===== config.mk =====
export PLATFORM = sky130hd
export DESIGN_NAME = reg_writeback_unit
export DESIGN_NICKNAME = d
export VERILOG_FILES = /design/src/rtl/mips_pkg.sv /design/src/rtl/wb_fifo.sv /design/src/rtl/reg_writeback_unit.sv
export SDC_FILE = /design/constraint.sdc
export NUM_CORES = 1
export LEC_CHECK = 0
export BUFFER_PORTS_ARGS = -buffer_cell sky130_fd_sc_hd__buf_2
export CAP_MARGIN = 20
export CORE_AREA = 2 2 178 180
export CTS_BUF_LIST = sky130_fd_sc_hd__clkbuf_4
export CTS_CLUSTER_DIAMETER = 30
export DETAILED_ROUTE_END_ITERATION = 10
export DIE_AREA = 0 0 180 182
export PLACE_DENSITY = 0.78
export SLEW_MARGIN = 20
export SYNTH_ARGS = -nofsm -noshare
export SYNTH_HDL_FRONTEND = slang
export SYNTH_SLANG_ARGS = --single-unit

===== constraint.sdc =====
create_clock -name clk -period 4.5 [get_ports clk]
set_input_delay 0.675 -clock clk [delete_from_list [all_inputs] [get_ports clk]]
set_output_delay 0.675 -clock clk [all_outputs]
set_load 0.05 [all_outputs]

===== src/rtl/mips_pkg.sv =====
// Shared definitions for the MIPS register-file writeback path.
package mips_pkg;

    localparam int DATA_WIDTH = 32;
    localparam int ADDR_WIDTH = 5;

    localparam logic [ADDR_WIDTH-1:0] REG_ZERO = 5'd0;

    // One buffered register-file write.
    typedef struct packed {
        logic [ADDR_WIDTH-1:0] addr;
        logic [DATA_WIDTH-1:0] data;
    } wb_entry_t;

endpackage


===== src/rtl/wb_fifo.sv =====
// Circular buffer with two write ports and one read port. Port 0 is the
// older write when both are used in the same cycle. DEPTH must be a power
// of two so the pointers wrap on their own.
module wb_fifo
    import mips_pkg::*;
#(
    parameter int DEPTH = 4,
    localparam int PTR_W = $clog2(DEPTH),
    localparam int CNT_W = $clog2(DEPTH + 1)
) (
    input  logic             clk,
    input  logic             reset,
    input  logic             wr0_en,
    input  wb_entry_t        wr0_entry,
    input  logic             wr1_en,
    input  wb_entry_t        wr1_entry,
    input  logic             rd_en,
    output wb_entry_t        head,
    output logic             empty,
    output logic [CNT_W-1:0] free
);

    logic [PTR_W-1:0] wr_ptr;
    logic [PTR_W-1:0] rd_ptr;
    logic [PTR_W-1:0] wr1_ptr;
    logic [CNT_W-1:0] count;
    logic             pop;
    wb_entry_t        slots [DEPTH];

    // Port 1 lands right behind port 0 when both write, else at the tail.
    assign wr1_ptr = wr0_en ? wr_ptr + PTR_W'(1) : wr_ptr;
    assign pop     = rd_en & (count != '0);

    assign head  = slots[rd_ptr];
    assign empty = (count == '0);
    assign free  = CNT_W'(DEPTH) - count;

    // Pointer and occupancy bookkeeping.
    always_ff @(posedge clk) begin
        // NOTE: state registers use non-blocking assignments so every
        // block samples the pre-edge values regardless of evaluation order.
        if (reset) begin
            wr_ptr <= '0;
            rd_ptr <= '0;
            count  <= '0;
        end else begin
            wr_ptr <= wr_ptr + PTR_W'(wr0_en) + PTR_W'(wr1_en);
            rd_ptr <= rd_ptr + PTR_W'(pop);
            count  <= count + CNT_W'(wr0_en) + CNT_W'(wr1_en) - CNT_W'(pop);
        end
    end

    // Entry storage.
    always_ff @(posedge clk) begin
        // NOTE: the storage array has no reset; the occupancy count alone
        // decides which slots hold live data, so clearing it buys nothing.
        if (wr0_en) slots[wr_ptr] <= wr0_entry;
        if (wr1_en) slots[wr1_ptr] <= wr1_entry;
    end

endmodule


===== src/rtl/reg_writeback_unit.sv =====
// Write-side driver for the 32-entry register file. Merges ALU and load
// writebacks through a small FIFO, retires one write per cycle and tracks
// per-register outstanding writes for the hazard unit.
module reg_writeback_unit #(
    parameter int DATA_WIDTH = mips_pkg::DATA_WIDTH,
    parameter int ADDR_WIDTH = mips_pkg::ADDR_WIDTH,
    parameter int FIFO_DEPTH = 4
) (
    input  logic                  clk,
    input  logic                  reset,
    input  logic                  mem_valid_i,
    output logic                  mem_ready_o,
    input  logic [ADDR_WIDTH-1:0] mem_addr_i,
    input  logic [DATA_WIDTH-1:0] mem_data_i,
    input  logic                  alu_valid_i,
    output logic                  alu_ready_o,
    input  logic [ADDR_WIDTH-1:0] alu_addr_i,
    input  logic [DATA_WIDTH-1:0] alu_data_i,
    output logic                  Reg_Write_o,
    output logic [ADDR_WIDTH-1:0] Write_Register_o,
    output logic [DATA_WIDTH-1:0] Write_Data_o,
    input  logic [ADDR_WIDTH-1:0] Read_Register_1_i,
    input  logic [ADDR_WIDTH-1:0] Read_Register_2_i,
    output logic                  rs_pending_o,
    output logic                  rt_pending_o,
    output logic                  idle_o
);

    localparam int CNT_W    = $clog2(FIFO_DEPTH + 1);
    localparam int SB_W     = $clog2(FIFO_DEPTH + 2);
    localparam int NUM_REGS = 1 << ADDR_WIDTH;

    localparam logic [SB_W:0] SB_ONE   = (SB_W + 1)'(1);
    localparam logic [SB_W:0] SB_LIMIT = {1'b0, {SB_W{1'b1}}};

    mips_pkg::wb_entry_t mem_entry;
    mips_pkg::wb_entry_t alu_entry;
    mips_pkg::wb_entry_t head;
    logic                empty;
    logic [CNT_W-1:0]    free;
    logic                mem_store;
    logic                alu_store;

    logic [SB_W-1:0] sb_cnt  [NUM_REGS];
    logic [SB_W:0]   sb_next [NUM_REGS];

    // Readies follow the registered occupancy only; a pop in the same
    // cycle does not open a slot early. The ALU yields the last slot to a
    // competing load.
    assign mem_ready_o = ~reset & (free >= CNT_W'(1));
    assign alu_ready_o = ~reset & ((free >= CNT_W'(2)) |
                                   ((free == CNT_W'(1)) & ~mem_valid_i));

    // Writes to register zero finish the handshake but are dropped here.
    assign mem_store = mem_valid_i & mem_ready_o & (mem_addr_i != mips_pkg::REG_ZERO);
    assign alu_store = alu_valid_i & alu_ready_o & (alu_addr_i != mips_pkg::REG_ZERO);

    assign mem_entry = '{addr: mem_addr_i, data: mem_data_i};
    assign alu_entry = '{addr: alu_addr_i, data: alu_data_i};

    // The load goes on port 0 so it is older than a same-cycle ALU write.
    wb_fifo #(
        .DEPTH (FIFO_DEPTH)
    ) u_fifo (
        .clk       (clk),
        .reset     (reset),
        .wr0_en    (mem_store),
        .wr0_entry (mem_entry),
        .wr1_en    (alu_store),
        .wr1_entry (alu_entry),
        .rd_en     (1'b1),
        .head      (head),
        .empty     (empty),
        .free      (free)
    );

    // Retire the FIFO head into the register-file write port.
    always_ff @(posedge clk) begin
        if (reset) begin
            Reg_Write_o      <= 1'b0;
            Write_Register_o <= '0;
            Write_Data_o     <= '0;
        end else begin
            Reg_Write_o <= ~empty;
            if (~empty) begin
                Write_Register_o <= head.addr;
                Write_Data_o     <= head.data;
            end
        end
    end

    // Next scoreboard value per register; one bit wider to expose overflow.
    always_comb begin
        for (int r = 0; r < NUM_REGS; r++) begin
            // NOTE: each element gets its default before any conditional
            // update so no path leaves it unassigned and infers a latch.
            sb_next[r] = {1'b0, sb_cnt[r]};
            if (mem_store && (mem_addr_i == ADDR_WIDTH'(r)))
                sb_next[r] = sb_next[r] + SB_ONE;
            if (alu_store && (alu_addr_i == ADDR_WIDTH'(r)))
                sb_next[r] = sb_next[r] + SB_ONE;
            if (Reg_Write_o && (Write_Register_o == ADDR_WIDTH'(r)))
                sb_next[r] = sb_next[r] - SB_ONE;
        end
    end

    // Scoreboard counters; the range check holds by construction.
    always_ff @(posedge clk) begin
        if (reset) begin
            sb_cnt <= '{default: '0};
        end else begin
            for (int r = 0; r < NUM_REGS; r++) begin
                assert (sb_next[r] <= SB_LIMIT);
                sb_cnt[r] <= sb_next[r][SB_W-1:0];
            end
        end
    end

    assign rs_pending_o = (Read_Register_1_i != mips_pkg::REG_ZERO) &
                          (sb_cnt[Read_Register_1_i] != '0);
    assign rt_pending_o = (Read_Register_2_i != mips_pkg::REG_ZERO) &
                          (sb_cnt[Read_Register_2_i] != '0);

    assign idle_o = empty & ~Reg_Write_o;

endmodule


* Word level (Yosys, flattened, before mapping)
Memory sizes are Yosys's and may differ from the RTL's. A register that Yosys moved wholly into a read port is not among the register bits. Cells that the tools add are included.
Storage, ports and cells: flip-flop bits (word level) 104, memory bits (writable) 148, input port bits 88, logic and storage cells 471, memories 1
Memories:
- u_fifo.slots | words 4, width 37, read ports 1, clocked after Yosys merged registers in 1, wr ports 2, RTL line wb_fifo.sv:28 | wb_entry_t slots [DEPTH];
Cells by class: $add $sub $neg 104, magnitude comparators 4, equality and inequality tests 94, multiplexer cells 107, bitwise operators 17, reductions and logical operators 108
Operator list (number):
- $mux 3 | 100
- $eq 5x5->1 const B | 48
- $add 3x1->3 const B | 64
- $eq 5x4->1 const B | 24
- $logic_and 1x1->1 | 96
- $sub 3x1->3 const B | 32
- $eq 5x3->1 const B | 12
- $bmux 3 s5 | 2
- $eq 5x2->1 const B | 6
- $reduce_bool 5->1 | 4
- $eq 5x1->1 const B | 3
- $logic_not 5->1 | 3
- $ge 6x6->1 const B | 2
- $not 5->6 | 2
- $and 1x1->1 | 10
- $reduce_bool 3->1 | 3
- $add 2x1->2 | 3
- $add 3x1->3 | 2
- $mux 1 | 4
- $not 1->1 | 4
- $eq 3x1->1 const B | 1
- $ge 3x1->1 const B | 1
- $ge 3x2->1 const B | 1
- $logic_not 3->1 | 1
- 6 further kinds | 6

* Depth between registers and ports, before layout
Gate-level depths: netlist of the first run.
word-level depth 11, gate-level depth with buffers 17, mapped depth without buffers 15

* Modules after synthesis
From an unflattened synthesis of the first run, not the netlist that was laid out.
Unflattened totals: cell total of the unflattened synthesis 1803, area total of the unflattened synthesis 19484.9 µm²
By module, submodules not included:
- reg_writeback_unit | instances 1, cells an instance 1388, area an instance 11820.1 µm², sequential area each 2682.6 µm²
- wb_fifo | instances 1, cells an instance 415, area an instance 7664.9 µm², sequential area each 4584.4 µm²

* Worst setup path after synthesis of the first run
Ideal clock, no wire load.
kind input to output, start in Read_Register_1_i[0], end out rs_pending_o, arrival time 3.244 ns, setup slack 0.581 ns, stages 4, path buffers 1, cells stage by stage clkbuf_1 mux4_2 and4b_1 nor4_1
On the way: word-level cells in the longest chain between the ends 6
RTL lines:
- from (decl) | RTL line reg_writeback_unit.sv:22 | input logic [ADDR_WIDTH-1:0] Read_Register_1_i,
- $not 5->6 (implied by the code) | RTL line reg_writeback_unit.sv:120 | (sb_cnt[Read_Register_1_i] != '0);
- $bmux 3 s5 | RTL line reg_writeback_unit.sv:120
- $mux 3 (implied by the code) (2 in a row) | RTL line reg_writeback_unit.sv:120
- $reduce_bool 3->1 | RTL line reg_writeback_unit.sv:120
- $and 1x1->1 * | RTL line reg_writeback_unit.sv:119 | assign rs_pending_o = (Read_Register_1_i != mips_pkg::REG_ZERO) &
- to (decl) | RTL line reg_writeback_unit.sv:24 | output logic rs_pending_o,
Mark *: on every way between the ends. The rest lies on a longest branch, timed or not. The select of a mux whose other input is x is not followed.

* Worst setup path after layout of the first run
start reg u_fifo.count[0], end reg sb_cnt[35] (netlist bit)
On the way: word-level cells in the longest chain between the ends 11
RTL lines:
- from (decl) | RTL line wb_fifo.sv:26 | logic [CNT_W-1:0] count;
- from (signal assigned) | RTL line wb_fifo.sv:49 | count <= count + CNT_W'(wr0_en) + CNT_W'(wr1_en) - CNT_W'(pop);
- $sub 3x3->3 * | RTL line wb_fifo.sv:36 | assign free = CNT_W'(DEPTH) - count;
- $ge 3x1->1 or $eq 3x1->1 (tied branches) | RTL line reg_writeback_unit.sv:50, reg_writeback_unit.sv:52
- $and 1x1->1, on equally long branches | RTL line reg_writeback_unit.sv:50, reg_writeback_unit.sv:52
- $and 1x1->1 or $or 1x1->1 (tied branches) | RTL line reg_writeback_unit.sv:55, reg_writeback_unit.sv:51
- $and 1x1->1, on equally long branches | RTL line reg_writeback_unit.sv:55, reg_writeback_unit.sv:51
- $logic_and 1x1->1 or $and 1x1->1 (tied branches) | RTL line reg_writeback_unit.sv:98, reg_writeback_unit.sv:56
- $mux 3 or $and 1x1->1 (tied branches) | RTL line reg_writeback_unit.sv:98, reg_writeback_unit.sv:56
- $add 3x1->3 or $logic_and 1x1->1 (tied branches) | RTL line reg_writeback_unit.sv:101, reg_writeback_unit.sv:100
- $mux 3 * | RTL line reg_writeback_unit.sv:100 | if (alu_store && (alu_addr_i == ADDR_WIDTH'(r)))
- $sub 3x1->3 | RTL line reg_writeback_unit.sv:103 | sb_next[r] = sb_next[r] - SB_ONE;
- $mux 3 * | RTL line reg_writeback_unit.sv:102 | if (Reg_Write_o && (Write_Register_o == ADDR_WIDTH'(r)))
- to (signal, indexed assignment) | RTL line reg_writeback_unit.sv:114 | sb_cnt[r] <= sb_next[r][SB_W-1:0];
- to (decl) | RTL line reg_writeback_unit.sv:44 | logic [SB_W-1:0] sb_cnt [NUM_REGS];
Mark *: on every way between the ends. The rest lies on a longest branch, timed or not. A chain may end at the register's enable or synchronous reset.

==> impl_metrics.py, run 1 <==
metrics = {
    "floorplan": {
        "die_area_um2": 32800,
        "start_util_pct": 58.7,
        "core_um2": 31000,
        "ios": 131,
        "dieHeight_um": 182,
        "rows": 65,
        "die-width_um": 180,
    },
    "clocking": {
        "htree_num_levels": 3,
        "cts_buffers": 87,
        "cts.reportedPaths.clkPinSlew_ns": 0.07,
        "tritoncts": "built",
        "cts_setup_buffers": 0,
        "cts_buffer_depth": 3,
        "post_cts_resize_count": 0,
        "holdBufCountCts": 0,
        "cts_root_buf": "clkbuf_4",
        "cts_sinks": 286,
        "insertion_delay_ns": 0.74,
    },
    "worst_setup_path": {
        "critical_path_arrival_ns": 4.58,
        "cpPeakStageDelay_ns": 0.43,
        "endpoint_kind": "register",
        "critical-path-top-delay-family": "simple AND/OR/NAND/NOR gates",
        "crit_required_ns": 5.18,
        "start_kind": "register",
        "cp_common_cell": "ha_1",
        "crit_type": "reg2reg",
        "crit_slowest_cell": "dfxtp_1",
        "critical_path_buf_inv_count": 3,
        "crit_chain": "inv_1 > ha_1 > ha_2 > or4b_1 > buf_4 > nand3_1 > mux2i_1 > inv_1 > ha_1 > or2_2 > nand2_1 > ha_1 > nand3_1 > xnor2_1 > xnor3_1 > nor2_1",
        "critPathMaxFanout": 28,
    },
    "sta": {
        "finalSetupTns_ns": 0,
        "whs_ns": 0.281,
        "slew_headroom_pct": 22.9,
        "fmax_mhz": 256,
        "drv_slew": 0,
        "finalSetupViolations": 0,
        "fin_crit_sh_pct": 86.8,
        "tightest_slew_ns": 1.16,
        "rsz0062_at_grt": "false",
        "hold_viol_final": 0,
        "finalWorstPathRequiredPeriod_ns": 3.90,
        "skew_ns": 0.0497,
    },
    "logic_synthesis": {
        "synth_top_area_share_pct": 24.4,
        "syn_inst": 1630,
        "yosysTopAreaCell": "edfxtp_1",
        "synth_fp_nets": 1823,
        "synth.avg_cell_area_um2": 11.2,
        "yosysSeqAreaShare_pct": 39.6,
        "yosys-top-cells-area": "edfxtp_1 (24%), dfxtp_1 (15%), mux2_2 (9.0%), ha_1 (7.0%), mux4_2 (6.3%)",
        "yosysWarnings": 0,
        "synth-async-reset-ratio_pct": 0,
        "ys_ff_latch": 286,
        "ys_types": 75,
        "synth_area_um2": 18200,
        "synth_edf_count": 148,
        "synth_ff_type": "edfxtp_1",
    },
    "min_path": {
        "holdCritPathClass": "in2reg",
    },
    "pwr": {
        "sw_frac_of_total_pct": 39.1,
        "power_frac_comb_pct": 36.7,
        "power_frac_clock_pct": 26.0,
        "p_leak_nw": 8.24,
        "p_switching_mw": 3.94,
        "peakVddDrop_mv": 0.526,
        "p_int_mw": 6.13,
        "power.density_nw_per_um2": 494,
        "pwr-share-seq_pct": 37.3,
    },
    "global_routing": {
        "grt_max_degree": 63,
        "grt_pass1_wl_um": 72900,
        "antenna_found_initial": 3,
        "grt_pass1_vias": 14000,
        "grt_overflow_total": 0,
        "grtUsageTotal_pct": 28.1,
    },
    "finish": {
        "final.fill_count": 2409,
        "final_common_cell": "nand2_1",
        "seq_area_um2": 7210,
        "layout.nets": 1975,
        "drive_gt1_share_pct": 32.3,
        "final_cell_mix": "nand2_1 (152), edfxtp_1 (148), mux2_2 (145)",
        "syn_to_final_growth_pct": 11.9,
        "multi_input_area_um2": 10400,
    },
    "route": {
        "post-route-drc-count": 0,
        "dr.pass1.iters": 6,
        "totalWireLength_um": 46100,
        "post_drt_wl_per_cell_um": 20.5,
        "num_vias": 13600,
        "vias_per_cell": 6.05,
        "ant_nets": 0,
        "drt_iter0_drc": 960,
    },
    "placement": {
        "routabilityCongestion": 0.930,
        "dpl.hpwl_um": 31400,
        "port_buffers": 130,
    },
    "run": {
        "cap_violations": 0,
    },
    "outcome": {
        "outcome": "finished clean",
    },
}
==> power by group through the flow <==
stage          Combinational [mW]  Sequential (mW)  Clock (mW)
2_1_floorplan                2.28             4.09           0
3_3_place_gp                 3.60             3.77           0
3_5_place_dp                 3.67             3.80           0
4_1_cts                      3.69             3.75        2.67
5_1_grt                      3.96             3.81        2.82
6_report                     3.69             3.75        2.62
==> final timing paths <==
check                           startpoint                             to  slack, ns  cells past startpoint
min reg2reg  Write_Data_o[13]$_SDFFE_PP0N_  Write_Data_o[13]$_SDFFE_PP0N_       0.45                      2
max             u_fifo.count[0]$_SDFF_PP0_          sb_cnt[35]$_SDFF_PP0_       0.60                     16
max reg2reg     u_fifo.count[0]$_SDFF_PP0_          sb_cnt[35]$_SDFF_PP0_       0.60                     16
min                         mem_data_i[13]  u_fifo.slots[2][13]$_DFFE_PP_       0.28                      2
==> Yosys cell counts, types with 18 or more instances <==
master,number
nand2_1,154
edfxtp_1,148
mux2_2,145
dfxtp_1,138
ha_1,102
nand3_1,102
nor2_1,88
xnor2_1,82
nor3_1,67
clkbuf_1,66
mux2i_1,53
mux4_2,51
a21oi_1,45
mux2_4,38
inv_1,34
xor2_1,27
nand2b_1,25
buf_2,18
==> kinds of logic (layout without fill, tap and decap cells) <==
| group | Yosys count | after routing | share of synthesized area, % |
|---|---|---|---|
| AO/OA/AOI/OAI | 124 | 124 | 4.74 |
| XOR/XNOR | 127 | 127 | 7.48 |
| adder cells (fa/ha/maj) | 105 | 105 | 7.34 |
| buffers and inverters | 140 | 359 | 3.64 |
| flip-flops | 286 | 286 | 39.6 |
| multiplexers | 290 | 290 | 21.5 |
| other | 0 | 1 | 0 |
| AND/OR/NAND/NOR | 558 | 558 | 15.7 |
==> worst register-to-register path, stage by stage, from the launching register on <==
cell and delay (ns):
dfxtp_1 0.43, inv_1 0.09, ha_1 0.21, ha_2 0.32, or4b_1 0.42, buf_4 0.27
nand3_1 0.18, mux2i_1 0.23, inv_1 0.07, ha_1 0.28, or2_2 0.31, nand2_1 0.08
ha_1 0.14, nand3_1 0.08, xnor2_1 0.27, xnor3_1 0.38, nor2_1 0.09
==> through the flow <==
step | cells | util [%] | instance area [um2] | total power [mW] | worst slack, ns
floorplan | 1630 | - | 18200 | 6.37 | 0.581
global placement | 2095 | 62.0 | 19200 | 7.38 | 0.778
detailed placement | 2095 | 62.0 | 19200 | 7.47 | 0.674
CTS | 2251 | 65.7 | 20400 | 10.1 | 0.665
global route | 2252 | 65.7 | 20400 | 10.6 | 0.313
finish | 2252 | 65.7 | 20400 | 10.1 | 0.596
==> cell type report <==
type                            count  area share [%]
Antenna cell                        1          0.0123
Clock buffer                      131            4.83
Clock inverter                     25           0.805
Inverter                           35           0.670
Multi-Input combinational cell   1204            51.0
Sequential cell                   286            35.4
Tap cell                          402            2.47
Timing Repair Buffer              168            4.75
==> registers in the layout (all words and copies together) (netlist names) <==
signal            count
Write_Register_o      5
u_fifo.rd_ptr         2
Write_Data_o         32
u_fifo.count          3
u_fifo.wr_ptr         2
Reg_Write_o           1
sb_cnt               93
u_fifo.slots        148
==> metal layers <==
| layer | vias up | wire length, um | track usage [%] |
|---|---|---|---|
| met5 | - | 13 | 0 |
| met4 | 2 | 1780 | 12.9 |
| met3 | 139 | 3930 | 7.20 |
| met2 | 542 | 22600 | 48.4 |
| met1 | 6566 | 17800 | 33.1 |
| li1 | 6376 | - | - |
(Power assumes the default switching activity.)
==> run 2, diff against run 1 <==
Settings changed: RECOVER_POWER set to 50, SKIP_CTS_REPAIR_TIMING set to 1.
==> run 2 against run 1 <==
Compared with the run above: clock-buffer cell count unchanged; sequential cell count unchanged; global-route usage unchanged; sequential share of layout area up 0.29 points; critical endpoint is now u_fifo.slots[3][8]$_DFFE_PP_; power down 0.93%; the flow now finishes with violations (max-capacitance violations, max-slew violations); register-to-register slack worse by 0.11 ns; critical path type unchanged; cell area down 0.80%; non-clock buffer count unchanged; fmax down 2.8%; critical path depth down 5; via count up 0.39%.
==> impl_metrics.py, run 2 (synthesis results as in run 1) <==
metrics = {
    "worst_setup_path": {
        "endpoint_kind": "register",
        "start_kind": "register",
        "r2r_slack_ns": 0.48,
        "crit_required_ns": 4.92,
        "crit_cells": 11,
        "critical_path_buf_inv_count": 4,
        "crit_type": "reg2reg",
        "critical-path-top-delay-family": "buffers and inverters",
        "crit_slowest_cell": "clkbuf_1",
        "critPathMaxFanout": 31,
        "reg2reg_depth": 11,
        "cpPeakStageDelay_ns": 0.69,
        "critical_path_arrival_ns": 4.44,
        "crit_chain": "inv_1 > ha_1 > ha_1 > nor4b_1 > clkbuf_1 > a2111oi_2 > buf_4 > and3_1 > o21ai_4 > nand2_1 > buf_4",
    },
    "pwr": {
        "peakVddDrop_mv": 0.509,
        "p_switching_mw": 3.93,
        "power_frac_comb_pct": 36.0,
        "finalPower_mw": 9.97,
        "sw_frac_of_total_pct": 39.4,
        "power_frac_clock_pct": 26.3,
        "power.density_nw_per_um2": 494,
        "pwr-share-seq_pct": 37.7,
        "p_leak_nw": 8.04,
        "p_int_mw": 6.04,
    },
    "sta": {
        "skew_ns": 0.0527,
        "slew_headroom_pct": -41.7,
        "rsz0062_at_grt": "false",
        "fin_crit_sh_pct": 89.2,
        "tightest_slew_ns": 2.13,
        "finalSetupViolations": 0,
        "finalSetupTns_ns": 0,
        "finalWorstPathRequiredPeriod_ns": 4.02,
        "fmax_mhz": 249,
        "hold_viol_final": 0,
        "drv_slew": 43,
    },
    "finish": {
        "final_cell_mix": "nand2_1 (153), edfxtp_1 (148), mux2_2 (144)",
        "final.fill_count": 2465,
        "regMostFlops": "u_fifo.slots",
        "stdcell_count": 2252,
        "largest_register_ffs": 148,
        "drive_gt1_share_pct": 28.7,
        "syn_to_final_growth_pct": 11.0,
        "top_regs": "u_fifo.slots x148, sb_cnt x93, Write_Data_o x32",
        "multi_input_area_um2": 10300,
        "seq_area_um2": 7210,
        "final_common_cell": "nand2_1",
        "stdcell_area_um2": 20200,
        "layout.nets": 1975,
    },
    "route": {
        "vias_per_cell": 6.07,
        "drt_iter0_drc": 871,
        "post-route-drc-count": 0,
        "num_vias": 13700,
        "totalWireLength_um": 46200,
        "ant_nets": 0,
        "post_drt_wl_per_cell_um": 20.5,
        "dr.pass1.iters": 5,
    },
    "global_routing": {
        "grt_pass1_wl_um": 72900,
        "grt_overflow_total": 0,
        "antenna_found_initial": 3,
        "grtUsageTotal_pct": 28.1,
        "grt_pass1_vias": 14000,
        "grt_max_degree": 63,
    },
    "run": {
        "cap_violations": 2,
    },
    "floorplan": {
        "die-width_um": 180,
        "dieHeight_um": 182,
        "core_um2": 31000,
        "start_util_pct": 58.7,
        "rows": 65,
        "die_area_um2": 32800,
        "ios": 131,
    },
    "clocking": {
        "insertion_delay_ns": 0.76,
        "cts_buffer_depth": 3,
        "cts_buffers": 87,
        "htree_num_levels": 3,
        "tritoncts": "built",
        "cts_sinks": 286,
        "cts.reportedPaths.clkPinSlew_ns": 0.06,
        "cts_root_buf": "clkbuf_4",
    },
    "placement": {
        "routabilityCongestion": 0.930,
        "dpl.hpwl_um": 31400,
        "dp.cells": 2095,
        "place_area_um2": 19200,
        "port_buffers": 130,
    },
    "min_path": {
        "holdCritPathClass": "in2reg",
        "worstHoldPathCells": 2,
    },
    "outcome": {
        "violations": "max-capacitance violations, max-slew violations",
        "outcome": "finished, violations left",
    },
}
[run 2: cell types whose count changed in the layout (fill, tap and decap cells not counted), sizes merged]
cell | before | now
buf | 168 | 118
clkbuf | 131 | 181
[run 2: worst paths after layout]
path | startpoint | to
max | u_fifo.count[0]$_SDFF_PP0_ | u_fifo.slots[3][8]$_DFFE_PP_
min | mem_data_i[14] | u_fifo.slots[1][14]$_DFFE_PP_
max reg2reg | u_fifo.count[0]$_SDFF_PP0_ | u_fifo.slots[3][8]$_DFFE_PP_
min reg2reg | Write_Data_o[13]$_SDFFE_PP0N_ | Write_Data_o[13]$_SDFFE_PP0N_
[run 2: power by group through the flow]
stage	Clock (mW)	Combinational [mW]	Sequential [mW]
global route	2.82	3.85	3.81
CTS	2.67	3.69	3.75
floorplan	0	2.28	4.09
global placement	0	3.60	3.77
detailed placement	0	3.67	3.80
finish	2.63	3.59	3.76
[run 2: worst reg2reg max path: stages (launching register included)]
cell	delay, ns
dfxtp_1	0.41
inv_1	0.09
ha_1	0.20
ha_1	0.29
nor4b_1	0.23
clkbuf_1	0.69
a2111oi_2	0.05
buf_4	0.23
and3_1	0.22
o21ai_4	0.48
nand2_1	0.38
buf_4	0.41
[run 2: layer usage]
| metal | global-route usage (%) | routed length, um | up-vias |
|---|---|---|---|
| met2 | 48.4 | 22600 | 551 |
| met1 | 33.1 | 17900 | 6628 |
| met5 | 0 | 13 | - |
| met4 | 12.9 | 1760 | 2 |
| li1 | - | - | 6364 |
| met3 | 7.20 | 3910 | 133 |
[run 2: layout make-up]
class                      count  area share, %
sequential                   286           35.7
timing repair buffer         168           4.36
multi-input combinational   1204           51.1
clock inverter                25          0.812
tap                          402           2.49
inverter                      35          0.675
clock buffer                 131           4.87
antenna                        1         0.0124
[run 2: through the flow]
stage	setup WS (ns)	util, %	hold slack, ns
6_report	0.484	65.2	0.254
5_1_grt	0.169	65.2	0.249
4_1_cts	0.665	65.7	0.230
3_5_place_dp	0.674	62.0	0.446
3_3_place_gp	0.778	62.0	0.443
2_1_floorplan	0.581	-	0.533
